[config.mk]
export PLATFORM = sky130hd
export DESIGN_NAME = rf_wb_arbiter
export DESIGN_NICKNAME = d
export VERILOG_FILES = /design/src/rtl/rf_wb_pkg.sv /design/src/rtl/rf_wb_rr_arb.sv /design/src/rtl/rf_wb_arbiter.sv
export SDC_FILE = /design/constraint.sdc
export NUM_CORES = 1
export LEC_CHECK = 0
export CAP_MARGIN = 10
export CORE_MARGIN = 2
export CORE_UTILIZATION = 54
export DETAILED_ROUTE_END_ITERATION = 10
export PLACE_DENSITY_LB_ADDON = 0.25
export SETUP_SLACK_MARGIN = 0.3
export SYNTH_ARGS = -nofsm -noshare
export SYNTH_HDL_FRONTEND = slang
export SYNTH_SLANG_ARGS = --single-unit
[constraint.sdc]
create_clock -name clk -period 5.7 [get_ports clk]
set_input_delay 1.425 -clock clk [delete_from_list [all_inputs] [get_ports clk]]
set_output_delay 1.425 -clock clk [all_outputs]
set_load 0.02 [all_outputs]
[src/rtl/rf_wb_pkg.sv]
// rf_wb_pkg: shared widths, defaults and the holding-entry type for the
// register-file write-back arbiter.
package rf_wb_pkg;

    localparam int NUM_REQ_DEF = 3;
    localparam int DBG_PORT    = NUM_REQ_DEF - 1;
    localparam int REG_ADDR_W  = 5;
    localparam int DATA_W      = 32;

    // One buffered write: destination register and the value to write.
    typedef struct packed {
        logic [REG_ADDR_W-1:0] dest;
        logic [DATA_W-1:0]     data;
    } wb_req_t;

    // Advance a round-robin index by one, wrapping at n.
    function automatic int rr_wrap_inc(input int idx, input int n);
        return (idx + 1 >= n) ? 0 : idx + 1;
    endfunction

endpackage

[src/rtl/rf_wb_rr_arb.sv]
// rf_wb_rr_arb: combinational round-robin picker. The pointer names the
// port with highest priority; the first requesting port at or after it wins.
module rf_wb_rr_arb
    import rf_wb_pkg::*;
#(
    parameter int N     = NUM_REQ_DEF,
    parameter int PTR_W = 2
) (
    input  logic [N-1:0]     req,
    input  logic [PTR_W-1:0] ptr,
    output logic [N-1:0]     grant
);

    logic [PTR_W-1:0] idx;
    logic             found;

    // Scan ports starting at the pointer and grant the first requester.
    always_comb begin
        grant = '0;
        found = 1'b0;
        idx   = '0;
        for (int k = 0; k < N; k++) begin
            idx = PTR_W'((int'(ptr) + k) % N);
            if (!found && req[idx]) begin
                grant[idx] = 1'b1;
                found      = 1'b1;
            end
        end
    end

endmodule

[src/rtl/rf_wb_arbiter.sv]
// rf_wb_arbiter: merges NUM_REQ write-back requesters onto one registered
// register-file write port. Each port has a one-entry holding register;
// the highest-numbered port is the debug port.
// Optional build macro RF_WB_STATS_EN adds wr_count / stall_count outputs.
module rf_wb_arbiter
    import rf_wb_pkg::*;
#(
    parameter int NUM_REQ  = NUM_REQ_DEF,
    parameter int NUM_REGS = 32
) (
    input  logic                                clk,
    input  logic                                rst_n,
    input  logic                                enable_debug,
    input  logic                                flush,
    input  logic [NUM_REQ-1:0]                  req_valid,
    input  logic [NUM_REQ-1:0][REG_ADDR_W-1:0]  req_dest,
    input  logic [NUM_REQ-1:0][DATA_W-1:0]      req_data,
    output logic [NUM_REQ-1:0]                  req_ready,
    output logic                                rg_wrt_en,
    output logic [REG_ADDR_W-1:0]               rg_wrt_dest,
    output logic [DATA_W-1:0]                   rg_wrt_data,
    output logic [NUM_REGS-1:0]                 pend_mask
`ifdef RF_WB_STATS_EN
    ,
    output logic [31:0]                         wr_count,
    output logic [31:0]                         stall_count
`endif
);

    localparam int DBG   = NUM_REQ - 1;
    localparam int PTR_W = (NUM_REQ > 1) ? $clog2(NUM_REQ) : 1;

    // ready_en_reg keeps req_ready low during reset and rises on the first
    // edge after release.
    logic                     ready_en_reg;
    logic [PTR_W-1:0]         ptr_reg;
    logic [PTR_W-1:0]         ptr_next;
    logic [NUM_REQ-1:0]       hold_valid;
    wb_req_t [NUM_REQ-1:0]    hold_entry;
    logic [NUM_REQ-1:0]       elig;
    logic [NUM_REQ-1:0]       grant_raw;
    logic [NUM_REQ-1:0]       grant;
    logic                     any_grant;
    logic [PTR_W-1:0]         grant_idx;
    wb_req_t                  grant_entry;
    logic                     rg_wrt_en_reg;
    logic [REG_ADDR_W-1:0]    rg_wrt_dest_reg;
    logic [DATA_W-1:0]        rg_wrt_data_reg;

    genvar gi;

    generate
        for (gi = 0; gi < NUM_REQ; gi++) begin : g_port
            localparam bit IS_DBG = (gi == DBG);

            logic    valid_reg;
            wb_req_t entry_reg;
            logic    accept;

            // Debug mode narrows eligibility to the debug port only.
            assign elig[gi]      = valid_reg & (~enable_debug | IS_DBG);
            // A flush kills any non-debug grant picked in the same cycle.
            assign grant[gi]     = grant_raw[gi] & (~flush | IS_DBG);
            // Ready when empty or draining this cycle, except non-debug ports under flush.
            assign req_ready[gi] = ready_en_reg & (~flush | IS_DBG) & (~valid_reg | grant[gi]);
            assign accept        = req_valid[gi] & req_ready[gi];

            // Holding register: flush clears, a non-zero-dest beat loads, a grant frees.
            always_ff @(posedge clk or negedge rst_n) begin
                if (!rst_n) begin
                    valid_reg <= 1'b0;
                    entry_reg <= '0;
                end else if (flush && !IS_DBG) begin
                    valid_reg <= 1'b0;
                end else if (accept && (req_dest[gi] != '0)) begin
                    valid_reg      <= 1'b1;
                    entry_reg.dest <= req_dest[gi];
                    entry_reg.data <= req_data[gi];
                end else if (grant[gi]) begin
                    valid_reg <= 1'b0;
                end
            end

            assign hold_valid[gi] = valid_reg;
            assign hold_entry[gi] = entry_reg;
        end
    endgenerate

    rf_wb_rr_arb #(
        .N     (NUM_REQ),
        .PTR_W (PTR_W)
    ) u_rr_arb (
        .req   (elig),
        .ptr   (ptr_reg),
        .grant (grant_raw)
    );

    // Encode the one-hot grant and select the granted entry.
    always_comb begin
        grant_idx   = '0;
        grant_entry = '0;
        for (int i = 0; i < NUM_REQ; i++) begin
            if (grant[i]) begin
                grant_idx   = PTR_W'(i);
                grant_entry = hold_entry[i];
            end
        end
    end

    assign any_grant = |grant;

    // Pointer moves past the granted port, frozen in debug mode or when idle.
    always_comb begin
        ptr_next = ptr_reg;
        if (any_grant && !enable_debug) begin
            ptr_next = PTR_W'(rr_wrap_inc(int'(grant_idx), NUM_REQ));
        end
    end

    // Registers with a buffered write still waiting to issue.
    always_comb begin
        pend_mask = '0;
        for (int r = 0; r < NUM_REGS; r++) begin
            for (int p = 0; p < NUM_REQ; p++) begin
                if (hold_valid[p] && (hold_entry[p].dest == REG_ADDR_W'(r))) begin
                    pend_mask[r] = 1'b1;
                end
            end
        end
    end

    // Pointer, ready enable and the registered register-file write port.
    always_ff @(posedge clk or negedge rst_n) begin
        if (!rst_n) begin
            ptr_reg         <= '0;
            ready_en_reg    <= 1'b0;
            rg_wrt_en_reg   <= 1'b0;
            rg_wrt_dest_reg <= '0;
            rg_wrt_data_reg <= '0;
        end else begin
            ptr_reg       <= ptr_next;
            ready_en_reg  <= 1'b1;
            rg_wrt_en_reg <= any_grant;
            if (any_grant) begin
                rg_wrt_dest_reg <= grant_entry.dest;
                rg_wrt_data_reg <= grant_entry.data;
            end
        end
    end

    assign rg_wrt_en   = rg_wrt_en_reg;
    assign rg_wrt_dest = rg_wrt_dest_reg;
    assign rg_wrt_data = rg_wrt_data_reg;

`ifdef RF_WB_STATS_EN
    logic [31:0] wr_count_reg;
    logic [31:0] stall_count_reg;
    logic        any_stall;

    assign any_stall = |(hold_valid & ~grant);

    // Saturating counts of issued writes and of cycles with a waiting entry.
    always_ff @(posedge clk or negedge rst_n) begin
        if (!rst_n) begin
            wr_count_reg    <= '0;
            stall_count_reg <= '0;
        end else begin
            if (any_grant && (wr_count_reg != '1)) begin
                wr_count_reg <= wr_count_reg + 32'd1;
            end
            if (any_stall && (stall_count_reg != '1)) begin
                stall_count_reg <= stall_count_reg + 32'd1;
            end
        end
    end

    assign wr_count    = wr_count_reg;
    assign stall_count = stall_count_reg;
`endif

endmodule

## Word-level counts from Yosys, hierarchy flattened

Index checks and enable logic that the tools add are counted.

- Output and inout port bits: 73
- Input port bits: 118
- Flip-flop bits (word level): 155

- Reductions and logical operators: 120
- Multiplexer cells: 127
- Add/sub/neg operators: 3
- Divide/modulo/power cells: 3
- Equality and inequality tests: 93
- Magnitude comparators: 7
- Bitwise gates (word level): 21

Operators by type and width:

| operator | number |
|---|---|
| $eq 5x5->1 const B | 48 |
| $eq 5x4->1 const B | 24 |
| $mux 1 | 113 |
| $mux 37 | 3 |
| $logic_and 1x1->1 | 105 |
| $mod 32x3->32 const B | 2 |
| $eq 5x3->1 const B | 12 |
| $mod 3x3->32 const B | 1 |
| $eq 5x2->1 const B | 6 |
| $eq 5x1->1 const B | 3 |
| $logic_not 5->1 | 3 |
| $reduce_bool 5->1 | 3 |
| $and 1x1->1 | 11 |
| $lt 2x3->1 const B | 3 |
| $mux 3 | 3 |
| $add 2x1->3 const B | 2 |
| $bmux 1 s2 | 3 |
| $demux 1 s2 | 3 |
| $ge 2x1->1 const B | 3 |
| $or 3x3->3 | 2 |
| $reduce_bool 3->1 | 2 |
| $not 1->1 | 5 |
| $mux 2 | 2 |
| $reduce_and 2->1 | 2 |
| other kinds (6) | 10 |

## Longest topological paths before layout

- Depth after elaboration: 18
- Depth in mapped cells: 11
- Depth with buffers taken out: 8

## Hierarchy

Synthesis repeated with hierarchy kept, for this count alone.

- Cells, all modules: 679
- Area, all modules: 7,632.3 sq um

Modules (own cells, without submodules):

| module | sequential area each (sq um) | instances | area an instance (sq um) | cells an instance |
|---|---|---|---|---|
| rf_wb_arbiter | 3,878.7 | 1 | 7,359.6 | 643 |
| rf_wb_rr_arb | 0.0 | 1 | 272.8 | 36 |

## Least setup slack after synthesis

No wires, ideal clock.

- Path type: input -> output
- Start: input enable_debug
- End: output req_ready[2]
- Arrival time: 2.664 ns
- Data required time: 4.275 ns
- Stages on the path: 6
- Slack: 1.611 ns
- Path through: buf_6 or2_1 o32a_1 a21boi_4 o21ai_2 inv_1

- Word-level cells in the longest chain between the ends: 13
- Elaborated cells on any way between the ends: 22
- Those cells by class: mux (11); bitwise (7); reduce/logical (4)

RTL lines:

| item | RTL line | text |
|---|---|---|
| start: declaration | rf_wb_arbiter.sv:13 | `input logic enable_debug,` |
| $not 1->1 * | n/a |  |
| $and 1x1->1 | rf_wb_arbiter.sv:61 | `assign elig[gi] = valid_reg & (~enable_debug \| IS_DBG);` |
| $bmux 1 s2 | rf_wb_rr_arb.sv:24 | `if (!found && req[idx]) begin` |
| $mux 1 (implied by the code) | rf_wb_rr_arb.sv:24 |  |
| $mux 1 | rf_wb_rr_arb.sv:24 |  |
| $logic_not 1->1 | rf_wb_rr_arb.sv:24 |  |
| $logic_and 1x1->1 | rf_wb_rr_arb.sv:24 |  |
| $mux 1 | rf_wb_rr_arb.sv:24 |  |
| $logic_not 1->1 | rf_wb_rr_arb.sv:24 |  |
| $logic_and 1x1->1 | rf_wb_rr_arb.sv:24 |  |
| $mux 3 * | rf_wb_rr_arb.sv:24 |  |
| $or 1x1->1 * | rf_wb_arbiter.sv:65 | `assign req_ready[gi] = ready_en_reg & (~flush \| IS_DBG) & (~valid_reg \| grant[gi]);` |
| $and 1x1->1 * | rf_wb_arbiter.sv:65 |  |
| end: declaration | rf_wb_arbiter.sv:18 | `output logic [NUM_REQ-1:0] req_ready,` |

Every way passes the cells marked *; elsewhere a longest branch is shown, timed or not. The select of a mux whose other input is x is not followed.

## Worst setup path in the final report

- Start: input enable_debug
- End: output req_ready[1]

- Word-level cells in the longest chain between the ends: 14
- Elaborated cells on any way between the ends: 23
- Those cells by class: mux (11); bitwise (8); reduce/logical (4)

RTL lines:

| item | RTL line | text |
|---|---|---|
| $not 1->1 * | n/a |  |
| $and 1x1->1 | rf_wb_arbiter.sv:61 |  |
| $bmux 1 s2 | rf_wb_rr_arb.sv:24 |  |
| $mux 1 (implied by the code) | rf_wb_rr_arb.sv:24 |  |
| $mux 1 | rf_wb_rr_arb.sv:24 |  |
| $logic_not 1->1 | rf_wb_rr_arb.sv:24 |  |
| $logic_and 1x1->1 | rf_wb_rr_arb.sv:24 |  |
| $mux 1 | rf_wb_rr_arb.sv:24 |  |
| $logic_not 1->1 | rf_wb_rr_arb.sv:24 |  |
| $logic_and 1x1->1 | rf_wb_rr_arb.sv:24 |  |
| $mux 3 * | rf_wb_rr_arb.sv:24 |  |
| $and 1x1->1 * | rf_wb_arbiter.sv:63 | `assign grant[gi] = grant_raw[gi] & (~flush \| IS_DBG);` |
| $or 1x1->1 * | rf_wb_arbiter.sv:65 |  |
| $and 1x1->1 * | rf_wb_arbiter.sv:65 |  |

Marks and branches as above.

==> impl_metrics.toml <==
[synthesis]
synth_enable_flop_cells = 0
synth_simple_gate_area_share_pct = 10.95
synthXorXnorAreaFrac_pct = 0
syn_avg_cell_area_um2 = 12.10
synth_top_family_by_area = "multiplexers"
synth_cell_types = 65
synth_compound_area_share_pct = 12.52
syn_nets = 765
synthAdderAreaFrac_pct = 0.6431
syn-cell-area_mm2 = 0.007782
synthMuxAreaShare_pct = 21.85
synth-seq-area-share_pct = 49.84
synth_seq_cells = 155
ys.flop_type = "dfrtp_1"
synthArstFlopShare_pct = 100.0
yosysWarningCount = 0
syn_inst = 643

[cts]
root_buffer = "clkbuf_16"
cts_tree = "built"
cts_resized = 0
clock_sink_count = 155
clk_pin_slew_worst_paths_ns = 0.06
cts_setup_buffers = 0
clockBufferDepth = 2
clock_latency_ns = 0.41
cts_hold_buf = 0
ctsHtreeMaxLevel = 4
cts_made_buffers = 17

[finish]
largest_reg_flops = 111
antenna_cells = 0
final_util_pct = 73.81
syn2layout_area_growth_pct = 32.67
drive_gt1_share_pct = 15.76
nets = 941

[power_and_ir_drop]
p_per_area_mw_per_mm2 = 524.6
power.leakage_nw = 4.636
irDropWorstVdd_uv = 322.9

[sta]
period_share_pct = 92.16
slew_viol_final = 0
rsz0062_at_grt = "no"
slew_headroom_pct = 30.24
worst_pin_slew_ns = 1.046
worst_slack_ns = 0.4467
setup_viol = 0
fin_worst_skew_ns = 0.008172
finalHoldViolations = 0
fin_crit_ns = 5.253
tns_ns = 0
max_clock_freq_mhz = 190.4

[route]
wl_per_cell_um = 21.39
drcViolationCount = 0
vias_per_cell = 6.087
final_antenna_net_count = 0
via_count = 6154
wl_um = 21630
drtIter0Drc = 581
dr.pass1.iters = 6

[grt]
grt_pass1_vias = 6351
antenna_found_initial = 0
grt_max_degree = 116
grt_overflow = 0
grtUsageTotal_pct = 28.87
grt_pass1_wl_um = 33800

[placed_design]
dp_slack_ns = 0.4814
place_congestion = 0.8836
dp_hpwl_um = 14690
portBuffers = 190

[worst_setup_path]
start_kind = "input pin"
crit_path_max_fanout = 10
crit_arrival_ns = 3.83
end_kind = "primary output"
path_class = "in2out"
cp_data_required_time_ns = 4.28

[job]
maxCapViolations = 0

[floorplan]
pin_count = 191
dieArea_mm2 = 0.01539
core-area_mm2 = 0.01399
initial_core_util_pct = 55.64
fp.dieW_um = 124.1
die-height_um = 124.1
placementRows = 43

[outcome]
outcome = "complete, no violations"

[hold_path]
min_path_type = "reg2reg"
==> synth_stat cells, types with 7 or more instances <==
| master | number | share of area (%) |
|---|---|---|
| a221o_1 | 37 | 4.8 |
| a22oi_1 | 24 | 2.3 |
| a32oi_1 | 7 | 0.79 |
| buf_2 | 9 | 0.58 |
| buf_4 | 8 | 0.77 |
| clkbuf_1 | 14 | 0.68 |
| dfrtp_1 | 155 | 50 |
| inv_1 | 10 | 0.48 |
| mux2_1 | 30 | 4.3 |
| mux2_2 | 45 | 6.5 |
| mux2_4 | 31 | 6.0 |
| mux2i_1 | 39 | 5.0 |
| nand2_1 | 70 | 3.4 |
| nand3_1 | 11 | 0.71 |
| nor2_1 | 52 | 2.5 |
| nor2b_1 | 10 | 0.80 |
==> cells in the final DEF (no fill, tap or decap), types with 2 or more instances in the layout <==
cell type,Yosys,layout
clkdlybuf4s50_1,0,189
dfrtp_1,155,155
nand2_1,70,70
nor2_1,52,52
mux2_2,45,45
mux2i_1,39,39
a221o_1,37,37
mux2_4,31,31
mux2_1,30,30
a22oi_1,24,24
clkbuf_16,0,17
nand3_1,11,11
inv_1,10,10
nor2b_1,10,10
a32oi_1,7,7
buf_4,8,7
and3_1,6,6
a22o_1,6,6
nor3_1,5,5
clkbuf_8,0,5
inv_6,0,5
o21ai_0,4,4
nand2b_1,4,4
nor3b_1,4,4
ha_1,4,4
o22ai_1,4,3
or4_1,3,3
nand3b_1,2,2
a21oi_1,2,2
o32a_1,2,2
and4_1,2,2
a211oi_1,2,2
==> final timing paths <==
| check | from | to | slack [ns] | cells after the start |
|---|---|---|---|---|
| worst min register to register | g_port[2].entry_reg[18] | g_port[2].entry_reg[18] | 0.49 | 1 |
| worst max register to register | ptr_reg[0] | rg_wrt_data[4] | 2.11 | 9 |
| worst min-delay path | g_port[2].entry_reg[18] | g_port[2].entry_reg[18] | 0.49 | 1 |
| min in group asynchronous | rst_n | g_port[0].entry_reg[5] | 1.15 | 1 |
| max in group asynchronous | rst_n | rg_wrt_dest[4] | 3.39 | 2 |
| worst max-delay path | enable_debug | req_ready[1] | 0.45 | 7 |
==> cells by family (layout without fill, tap and decap cells) <==
| kind of cell | after synthesis | in the layout |
|---|---|---|
| AO/OA/AOI/OAI | 108 | 108 |
| adder cells (fa/ha/maj) | 4 | 4 |
| buffers and inverters | 51 | 239 |
| flip-flops | 155 | 155 |
| multiplexers | 145 | 145 |
| other | 1 | 1 |
| AND/OR/NAND/NOR | 179 | 179 |
==> where the power goes <==
part	leakage, nW	internal, mW	switching, mW	total (mW)
Combinational	2.48	1.14	1.21	2.35
Clock	0.292	0.667	0.465	1.13
Sequential	1.86	1.57	0.368	1.94
Total	4.64	3.38	2.04	5.42
==> worst max-delay path, cell delays in order <==
cell and delay (ns):
clkdlybuf4s50_1 0.60, or2_1 0.35, o211a_1 0.28, nor3_2 0.25, a211o_1 0.25, a21oi_1 0.10, clkdlybuf4s50_1 0.57
==> area by class of cell <==
type	count	area, um^2
Clock buffer	22	494.2
Clock inverter	9	97.59
Fill cell	957	3664
Inverter	10	37.54
Multi-Input combinational cell	437	3616
Sequential cell	155	3879
Tap cell	180	225.2
Timing Repair Buffer	198	1976
==> per-stage QoR <==
step	instance area (um^2)	hold WS, ns	power, mW	std cells
after detailed placement	9733	0.4744	4.275	980
after CTS	10320	0.4911	5.423	1011
after floorplan	7782	0.4574	3.401	643
after global routing	10320	0.5128	5.685	1011
final	10320	0.4896	5.416	1011
after global placement	9733	0.4670	4.203	980
==> metal layers <==
layer  vias to the layer above  wire [um]  GRT usage (%)
met4                         0        339          9.410
met3                        31       1854          6.914
met2                       289      10350          46.41
li1                       2725          -              -
met5                         -          0              0
met1                      3109       9091          38.75
Power figures use the tool's default switching activity.
